File: src/rtl/cu_pkg.sv
// cu_pkg: shared definitions for the hardwired control unit.
// Holds the opcode values, the ALU function encodings, the instruction class
// enumeration and the sequencer state enumeration.
package cu_pkg;

    // Width of the ALU function code that the decoder produces
    localparam int ALU_W = 4;

    // Opcodes, taken from IR[31:27]
    localparam logic [4:0] OP_ADD  = 5'b00011;
    localparam logic [4:0] OP_SUB  = 5'b00100;
    localparam logic [4:0] OP_AND  = 5'b00101;
    localparam logic [4:0] OP_OR   = 5'b00110;
    localparam logic [4:0] OP_ROR  = 5'b00111;
    localparam logic [4:0] OP_ROL  = 5'b01000;
    localparam logic [4:0] OP_SHR  = 5'b01001;
    localparam logic [4:0] OP_SHRA = 5'b01010;
    localparam logic [4:0] OP_SHL  = 5'b01011;
    localparam logic [4:0] OP_ADDI = 5'b01100;
    localparam logic [4:0] OP_ANDI = 5'b01101;
    localparam logic [4:0] OP_ORI  = 5'b01110;
    localparam logic [4:0] OP_DIV  = 5'b01111;
    localparam logic [4:0] OP_MUL  = 5'b10000;
    localparam logic [4:0] OP_NEG  = 5'b10001;
    localparam logic [4:0] OP_NOT  = 5'b10010;
    localparam logic [4:0] OP_NOP  = 5'b11010;
    localparam logic [4:0] OP_HALT = 5'b11011;

    // ALU function codes; ALU_NONE is driven whenever the ALU is idle
    localparam logic [ALU_W-1:0] ALU_NONE = 4'd0;
    localparam logic [ALU_W-1:0] ALU_ADD  = 4'd1;
    localparam logic [ALU_W-1:0] ALU_SUB  = 4'd2;
    localparam logic [ALU_W-1:0] ALU_AND  = 4'd3;
    localparam logic [ALU_W-1:0] ALU_OR   = 4'd4;
    localparam logic [ALU_W-1:0] ALU_ROR  = 4'd5;
    localparam logic [ALU_W-1:0] ALU_ROL  = 4'd6;
    localparam logic [ALU_W-1:0] ALU_SHR  = 4'd7;
    localparam logic [ALU_W-1:0] ALU_SHRA = 4'd8;
    localparam logic [ALU_W-1:0] ALU_SHL  = 4'd9;
    localparam logic [ALU_W-1:0] ALU_MUL  = 4'd10;
    localparam logic [ALU_W-1:0] ALU_DIV  = 4'd11;
    localparam logic [ALU_W-1:0] ALU_NEG  = 4'd12;
    localparam logic [ALU_W-1:0] ALU_NOT  = 4'd13;

    // Instruction classes; each class has its own execute sequence
    typedef enum logic [2:0] {
        CL_RTYPE,
        CL_IMM,
        CL_LONG,
        CL_UNARY,
        CL_NOP,
        CL_HALT,
        CL_ILL
    } op_class_e;

    // Sequencer states: idle, fetch/execute steps T0..T6, halted
    typedef enum logic [3:0] {
        S_IDLE,
        T0,
        T1,
        T2,
        T3,
        T4,
        T5,
        T6,
        S_HALT
    } state_e;

endpackage

File: src/rtl/cu_decode.sv
// cu_decode: combinational opcode decoder.
// Maps IR[31:27] to its instruction class, the ALU function the execute
// steps must request, and a legal flag for opcodes outside the defined set.
module cu_decode
    import cu_pkg::*;
(
    input  logic [4:0]       opcode,
    output op_class_e        op_class,
    output logic [ALU_W-1:0] alu,
    output logic             legal
);

    // Opcode -> class / ALU function; unknown opcodes fall to CL_ILL
    always_comb begin
        op_class = CL_ILL;
        alu      = ALU_NONE;
        case (opcode)
            OP_ADD:  begin op_class = CL_RTYPE; alu = ALU_ADD;  end
            OP_SUB:  begin op_class = CL_RTYPE; alu = ALU_SUB;  end
            OP_AND:  begin op_class = CL_RTYPE; alu = ALU_AND;  end
            OP_OR:   begin op_class = CL_RTYPE; alu = ALU_OR;   end
            OP_ROR:  begin op_class = CL_RTYPE; alu = ALU_ROR;  end
            OP_ROL:  begin op_class = CL_RTYPE; alu = ALU_ROL;  end
            OP_SHR:  begin op_class = CL_RTYPE; alu = ALU_SHR;  end
            OP_SHRA: begin op_class = CL_RTYPE; alu = ALU_SHRA; end
            OP_SHL:  begin op_class = CL_RTYPE; alu = ALU_SHL;  end
            OP_ADDI: begin op_class = CL_IMM;   alu = ALU_ADD;  end
            OP_ANDI: begin op_class = CL_IMM;   alu = ALU_AND;  end
            OP_ORI:  begin op_class = CL_IMM;   alu = ALU_OR;   end
            OP_DIV:  begin op_class = CL_LONG;  alu = ALU_DIV;  end
            OP_MUL:  begin op_class = CL_LONG;  alu = ALU_MUL;  end
            OP_NEG:  begin op_class = CL_UNARY; alu = ALU_NEG;  end
            OP_NOT:  begin op_class = CL_UNARY; alu = ALU_NOT;  end
            OP_NOP:  op_class = CL_NOP;
            OP_HALT: op_class = CL_HALT;
            default: op_class = CL_ILL;
        endcase
        legal = (op_class != CL_ILL);
    end

endmodule

File: src/rtl/cu_sequencer.sv
// cu_sequencer: hardwired control unit for the single-bus datapath.
// Steps through fetch (T0-T2) and the class-specific execute steps (T3-T6),
// driving Moore strobes decoded from the registered state and the opcode.
// Optional feature: define CU_MEMWAIT_EN to stretch T1 until mem_rdy, with a
// WAIT_MAX-cycle timeout that raises mem_err and halts.
module cu_sequencer
    import cu_pkg::*;
#(
    parameter int ALU_OP_W = 4,
    parameter int WAIT_MAX = 15
) (
    input  logic                clock,
    input  logic                clear,
    input  logic [31:0]         ir,
    input  logic                mem_rdy,
    input  logic                stop,
    output logic                PCout,
    output logic                IncPC,
    output logic                PCin,
    output logic                MARin,
    output logic                Read,
    output logic                MDRin,
    output logic                MDRout,
    output logic                IRin,
    output logic                Yin,
    output logic                Zin,
    output logic                Zlowout,
    output logic                Zhighout,
    output logic                Gra,
    output logic                Grb,
    output logic                Grc,
    output logic                Rin,
    output logic                Rout,
    output logic                Cout,
    output logic                HIin,
    output logic                LOin,
    output logic [ALU_OP_W-1:0] alu_op,
    output logic                run,
    output logic                ill_op,
    output logic                mem_err
);

    state_e           state_q, state_d;
    logic             ill_op_q, ill_op_d;
    logic             to_t0;
    logic [ALU_W-1:0] alu_sel;

    op_class_e        dec_class;
    logic [ALU_W-1:0] dec_alu;
    logic             dec_legal;

`ifdef CU_MEMWAIT_EN
    localparam int WAIT_W = (WAIT_MAX < 2) ? 1 : $clog2(WAIT_MAX);
    logic [WAIT_W-1:0] wait_cnt_q, wait_cnt_d;
    logic              mem_err_q, mem_err_d;
    logic              unused_ir;
    assign unused_ir = ^ir[26:0];
`else
    // mem_rdy and the wait limit only matter when the wait feature is built
    localparam int unused_wait_max = WAIT_MAX;
    logic unused_in;
    assign unused_in = ^{ir[26:0], mem_rdy};
`endif

    cu_decode u_decode (
        .opcode   (ir[31:27]),
        .op_class (dec_class),
        .alu      (dec_alu),
        .legal    (dec_legal)
    );

    // State and sticky flags; clear drops everything to idle immediately
    always_ff @(posedge clock or negedge clear) begin
        // NOTE: sequential state uses non-blocking assignments so every flop
        // samples the values from before this edge.
        if (!clear) begin
            state_q    <= S_IDLE;
            ill_op_q   <= 1'b0;
`ifdef CU_MEMWAIT_EN
            wait_cnt_q <= '0;
            mem_err_q  <= 1'b0;
`endif
        end else begin
            state_q    <= state_d;
            ill_op_q   <= ill_op_d;
`ifdef CU_MEMWAIT_EN
            wait_cnt_q <= wait_cnt_d;
            mem_err_q  <= mem_err_d;
`endif
        end
    end

    // Next-state and Moore strobe decode from registered state plus opcode
    always_comb begin
        // NOTE: every value written here gets a default first, so paths that
        // do not mention it cannot infer a latch.
        state_d  = state_q;
        ill_op_d = ill_op_q;
        to_t0    = 1'b0;
        alu_sel  = ALU_NONE;
        PCout    = 1'b0;
        IncPC    = 1'b0;
        PCin     = 1'b0;
        MARin    = 1'b0;
        Read     = 1'b0;
        MDRin    = 1'b0;
        MDRout   = 1'b0;
        IRin     = 1'b0;
        Yin      = 1'b0;
        Zin      = 1'b0;
        Zlowout  = 1'b0;
        Zhighout = 1'b0;
        Gra      = 1'b0;
        Grb      = 1'b0;
        Grc      = 1'b0;
        Rin      = 1'b0;
        Rout     = 1'b0;
        Cout     = 1'b0;
        HIin     = 1'b0;
        LOin     = 1'b0;
`ifdef CU_MEMWAIT_EN
        mem_err_d  = mem_err_q;
        wait_cnt_d = '0;
`endif

        case (state_q)
            S_IDLE: to_t0 = 1'b1;

            T0: begin
                PCout   = 1'b1;
                MARin   = 1'b1;
                IncPC   = 1'b1;
                Zin     = 1'b1;
                state_d = T1;
            end

            T1: begin
                Zlowout = 1'b1;
                PCin    = 1'b1;
                Read    = 1'b1;
                MDRin   = 1'b1;
`ifdef CU_MEMWAIT_EN
                if (mem_rdy) begin
                    state_d = T2;
                end else if (wait_cnt_q == WAIT_W'(WAIT_MAX - 1)) begin
                    mem_err_d = 1'b1;
                    state_d   = S_HALT;
                end else begin
                    wait_cnt_d = wait_cnt_q + WAIT_W'(1);
                end
`else
                state_d = T2;
`endif
            end

            T2: begin
                MDRout  = 1'b1;
                IRin    = 1'b1;
                state_d = T3;
            end

            T3: begin
                if (!dec_legal) begin
                    ill_op_d = 1'b1;
                    state_d  = S_HALT;
                end else begin
                    case (dec_class)
                        CL_RTYPE, CL_IMM: begin
                            Grb     = 1'b1;
                            Rout    = 1'b1;
                            Yin     = 1'b1;
                            state_d = T4;
                        end
                        CL_UNARY: begin
                            Grb     = 1'b1;
                            Rout    = 1'b1;
                            alu_sel = dec_alu;
                            Zin     = 1'b1;
                            state_d = T4;
                        end
                        CL_LONG: begin
                            Gra     = 1'b1;
                            Rout    = 1'b1;
                            Yin     = 1'b1;
                            state_d = T4;
                        end
                        CL_NOP:  to_t0   = 1'b1;
                        default: state_d = S_HALT;
                    endcase
                end
            end

            T4: begin
                case (dec_class)
                    CL_RTYPE: begin
                        Grc     = 1'b1;
                        Rout    = 1'b1;
                        alu_sel = dec_alu;
                        Zin     = 1'b1;
                        state_d = T5;
                    end
                    CL_IMM: begin
                        Cout    = 1'b1;
                        alu_sel = dec_alu;
                        Zin     = 1'b1;
                        state_d = T5;
                    end
                    CL_LONG: begin
                        Grb     = 1'b1;
                        Rout    = 1'b1;
                        alu_sel = dec_alu;
                        Zin     = 1'b1;
                        state_d = T5;
                    end
                    CL_UNARY: begin
                        Zlowout = 1'b1;
                        Gra     = 1'b1;
                        Rin     = 1'b1;
                        to_t0   = 1'b1;
                    end
                    default: to_t0 = 1'b1;
                endcase
            end

            T5: begin
                case (dec_class)
                    CL_RTYPE, CL_IMM: begin
                        Zlowout = 1'b1;
                        Gra     = 1'b1;
                        Rin     = 1'b1;
                        to_t0   = 1'b1;
                    end
                    CL_LONG: begin
                        Zlowout = 1'b1;
                        LOin    = 1'b1;
                        state_d = T6;
                    end
                    default: to_t0 = 1'b1;
                endcase
            end

            T6: begin
                Zhighout = 1'b1;
                HIin     = 1'b1;
                to_t0    = 1'b1;
            end

            S_HALT: state_d = S_HALT;

            default: state_d = S_IDLE;
        endcase

        // A pending stop diverts the return to T0 into the halt state
        if (to_t0) begin
            state_d = stop ? S_HALT : T0;
        end

        run = (state_q != S_IDLE) && (state_q != S_HALT);
    end

    assign alu_op = ALU_OP_W'(alu_sel);
    assign ill_op = ill_op_q;
`ifdef CU_MEMWAIT_EN
    assign mem_err = mem_err_q;
`else
    assign mem_err = 1'b0;
`endif

endmodule

File: config.mk
export PLATFORM = sky130hd
export DESIGN_NAME = cu_sequencer
export DESIGN_NICKNAME = d
export VERILOG_FILES = /design/src/rtl/cu_pkg.sv /design/src/rtl/cu_decode.sv /design/src/rtl/cu_sequencer.sv
export SDC_FILE = /design/constraint.sdc
export NUM_CORES = 1
export LEC_CHECK = 0
export BUFFER_PORTS_ARGS = -buffer_cell sky130_fd_sc_hd__buf_2
export CAP_MARGIN = 20
export CORE_MARGIN = 3
export CORE_UTILIZATION = 31
export DETAILED_ROUTE_END_ITERATION = 12
export PLACE_DENSITY = 0.62
export SLEW_MARGIN = 20
export SYNTH_ARGS = -nofsm -noshare
export SYNTH_HDL_FRONTEND = slang
export SYNTH_SLANG_ARGS = --single-unit
export TNS_END_PERCENT = 30
File: constraint.sdc
create_clock -name clock -period 2.3 [get_ports clock]
set_input_delay 0.115 -clock clock [delete_from_list [all_inputs] [get_ports clock]]
set_output_delay 0.115 -clock clock [all_outputs]
set_load 0.05 [all_outputs]
==> flow_summary_export.csv <==
group,metric,value,unit
timing,clock.fmax,480,MHz
yosys,synth.distinct_cells,56,
timing,tightest_slew,0.646,ns
yosys,syn_area_per_cell,7.13,um2
worst_hold_path,worstHoldEndpoint,"state_q[3]$_DFFE_PN0P_",
drt,ant_nets,0,
setup_path,crit_type,"flip-flop to primary output",
yosys,synth-edff-count,0,
grt,antenna_found_initial,0,
floorplanning,die_h,61.5,um
clocking,post-cts-setup-buffers,0,
timing,min_period,2.08,ns
clocking,clk_latency,0.24,ns
floorplanning,initial_utilization,33.5,%
grt,grt_overflow,0,
setup_path,arrival,1.97,ns
clocking,cts-root-buf,"clkbuf_4",
placed_design,portBuffers,33,
setup_path,cp.required,2.18,ns
placed_design,gp_congestion,0.838,
clocking,htreeDepth,1,
floorplanning,core_area,2850,um2
power_and_ir_drop,vdd_ir_drop_max,0.618,mV
clocking,cts.sinks,5,
finish,multi_input_area,703,um2
yosys,async_reset_ff_share,100,%
floorplanning,ios,63,
timing,worst_slack,0.218,ns
drt,vias,1080,
placed_design,place_ws,0.338,ns
power_and_ir_drop,p_clk_share,9.3,%
finish,stdcell_area,1110,um2
placed_design,place_area,1080,um2
grt,grt_pass1_vias,976,
finish,area_delta_synth_final,16.6,%
setup_path,rr_worst_depth,5,
job,drv_cap,0,
yosys,syn_inst,134,
setup_path,reg2reg_slack,0.40,ns
setup_path,cp-end-kind,"primary output",
timing,slew_violations,0,
yosys,syn_area,956,um2
yosys,synth_seq_cells,5,
clocking,clk_path_buf_depth,2,
setup_path,r2r_end,"state_q[2]$_DFFE_PN0P_",
clocking,cts_buffers,3,
grt,grt_max_degree,18,
power_and_ir_drop,combPwrFrac,73.2,%
worst_hold_path,hold_depth,2,
timing,period_share,90.5,%
drt,routed_wl,2.66,mm
power_and_ir_drop,p_seq_share,17.5,%
worst_hold_path,hp-class,"primary input to flip-flop",
timing,finalClockSkew,0.000597,ns
setup_path,cp-start-kind,"flip-flop",
yosys,synth_nets,170,
finish,mostFrequentLayoutCells,"33 x buf_2, 9 x nor2_1, 8 x nand2_1",
drt,first_pass_iters,4,
timing,hold_ws,0.112,ns
setup_path,r2r-start,"state_q[0]$_DFFE_PN0P_",
power_and_ir_drop,switching_share,61.1,%
floorplanning,die_x,61.5,um
status,status,"finished clean",
placed_design,dp_hpwl,2.01,mm
grt,groute.usage.overall,14.9,%
clocking,cts_tree,"built",
finish,num_antenna_cells,0,
grt,grt_pass1_wl,4.37,mm
floorplanning,rows,19,
finish,final_common_cell,"buf_2",
yosys,ys.flop_type,"dfrtp_1",
drt,drt-initial-drc-count,55,
finish,utilization,39.1,%
power_and_ir_drop,p_per_area,957,nW/um2
timing,max_slew_margin,56.6,%
finish,nets,191,
drt,vias_per_cell,5.84,
timing,rsz0062_at_grt,"no",
drt,route.detailed.drc,0,
timing,setup_tns,0,ns
worst_hold_path,holdCritStartpoint,"stop",
power_and_ir_drop,p_int,415,uW
power_and_ir_drop,p_leak,0.485,nW
timing,final-setup-viol-count,0,
drt,avgRoutedWirePerCell,14.4,um
power_and_ir_drop,p_switching,652,uW
timing,final-hold-violation-count,0,
floorplanning,dieArea,3790,um2
finish,regArea,126,um2
finish,layout-drive-gt1-share,31.8,%
setup_path,critPathMaxFanout,13,
yosys,synth_warnings,0,
clocking,path_clk_slew,0.04,ns
yosys,yosysSeqAreaShare,13.1,%
finish,num-fill-cells,309,
==> state kept, by name, summed over array words and instances, names as in the netlist <==
register / cells
state_q: 4
ill_op: 1
==> synthesized netlist by cell type (all sizes together) (4+ instances only) <==
cell,instances,share of area (%)
nor3,7,3.7
dfrtp,5,13
buf,13,9.3
clkbuf,8,3.3
o21ai,8,4.2
a211oi,7,6.0
nor2,9,3.5
nor2b,4,2.6
a21oi,5,2.6
inv,6,2.4
nand2,8,3.1
nand2b,5,3.3
o211ai,4,3.1
==> power by group through the flow <==
stage	Combinational, mW	Clock [mW]	Sequential (mW)
final	0.781	0.0993	0.187
after global routing	0.839	0.111	0.196
after CTS	0.783	0.102	0.183
after detailed placement	0.779	0	0.185
after global placement	0.768	0	0.186
after floorplan	0.691	0	0.169
==> cell type report <==
| type | instances | share of cell area [%] |
|---|---|---|
| Clock buffer | 4 | 2.36 |
| Inverter | 6 | 2.02 |
| Multi-Input combinational cell | 102 | 63.1 |
| Sequential cell | 5 | 11.3 |
| Tap cell | 31 | 3.48 |
| Timing Repair Buffer | 37 | 17.7 |
==> worst max-delay path: stages, from the launching register on <==
cell      delay (ns)
dfrtp_2         0.47
nand2b_1        0.18
or4_1           0.53
a21oi_2         0.18
a31o_1          0.11
buf_2           0.26
==> how the worst max path moves through the flow <==
stage,end,from,depth (start not counted),slack (ns)
2_1_floorplan,Cout,state_q[2]$_DFFE_PN0P_,4,-0.17
3_3_place_gp,alu_op[1],ir[27],6,0.34
3_5_place_dp,alu_op[2],ir[28],6,0.34
4_1_cts,Gra,state_q[1]$_DFFE_PN0P_,5,0.12
5_1_grt,alu_op[0],ir[28],6,0.06
6_report,Gra,state_q[1]$_DFFE_PN0P_,5,0.22
==> cells by family after synthesis <==
kind of cell / Yosys count / synth area share [%]
xor gates and xnor gates: 2 / 1.83
and+or+nand+nor: 50 / 29.2
muxes: 2 / 2.23
other: 1 / 0.392
buffers and inverters: 27 / 14.9
DFF: 5 / 13.1
AOI/OAI and AO/OA: 47 / 38.4
==> timing repair <==
item | CTS | global route
endpoints found under the hold margin | 5 | 0
resized for setup | 0 | 1
hold buffers | 1 | 0
setup endpoints to repair | 0 | 1
==> per-layer routing <==
metal	vias up	GRT usage (%)	part of all wire (%)
li1	531	-	-
met5	-	0	0
met1	517	20.8	47
met2	30	24.1	47
met3	2	1.05	5.0
met4	0	5.15	0.64
==> through the flow <==
step	cells	total power [mW]
final	185	1.07
after global routing	185	1.15
after floorplan	134	0.860
after global placement	180	0.954
after detailed placement	180	0.964
after CTS	185	1.07
No activity file was read; power rests on OpenSTA's default activity.
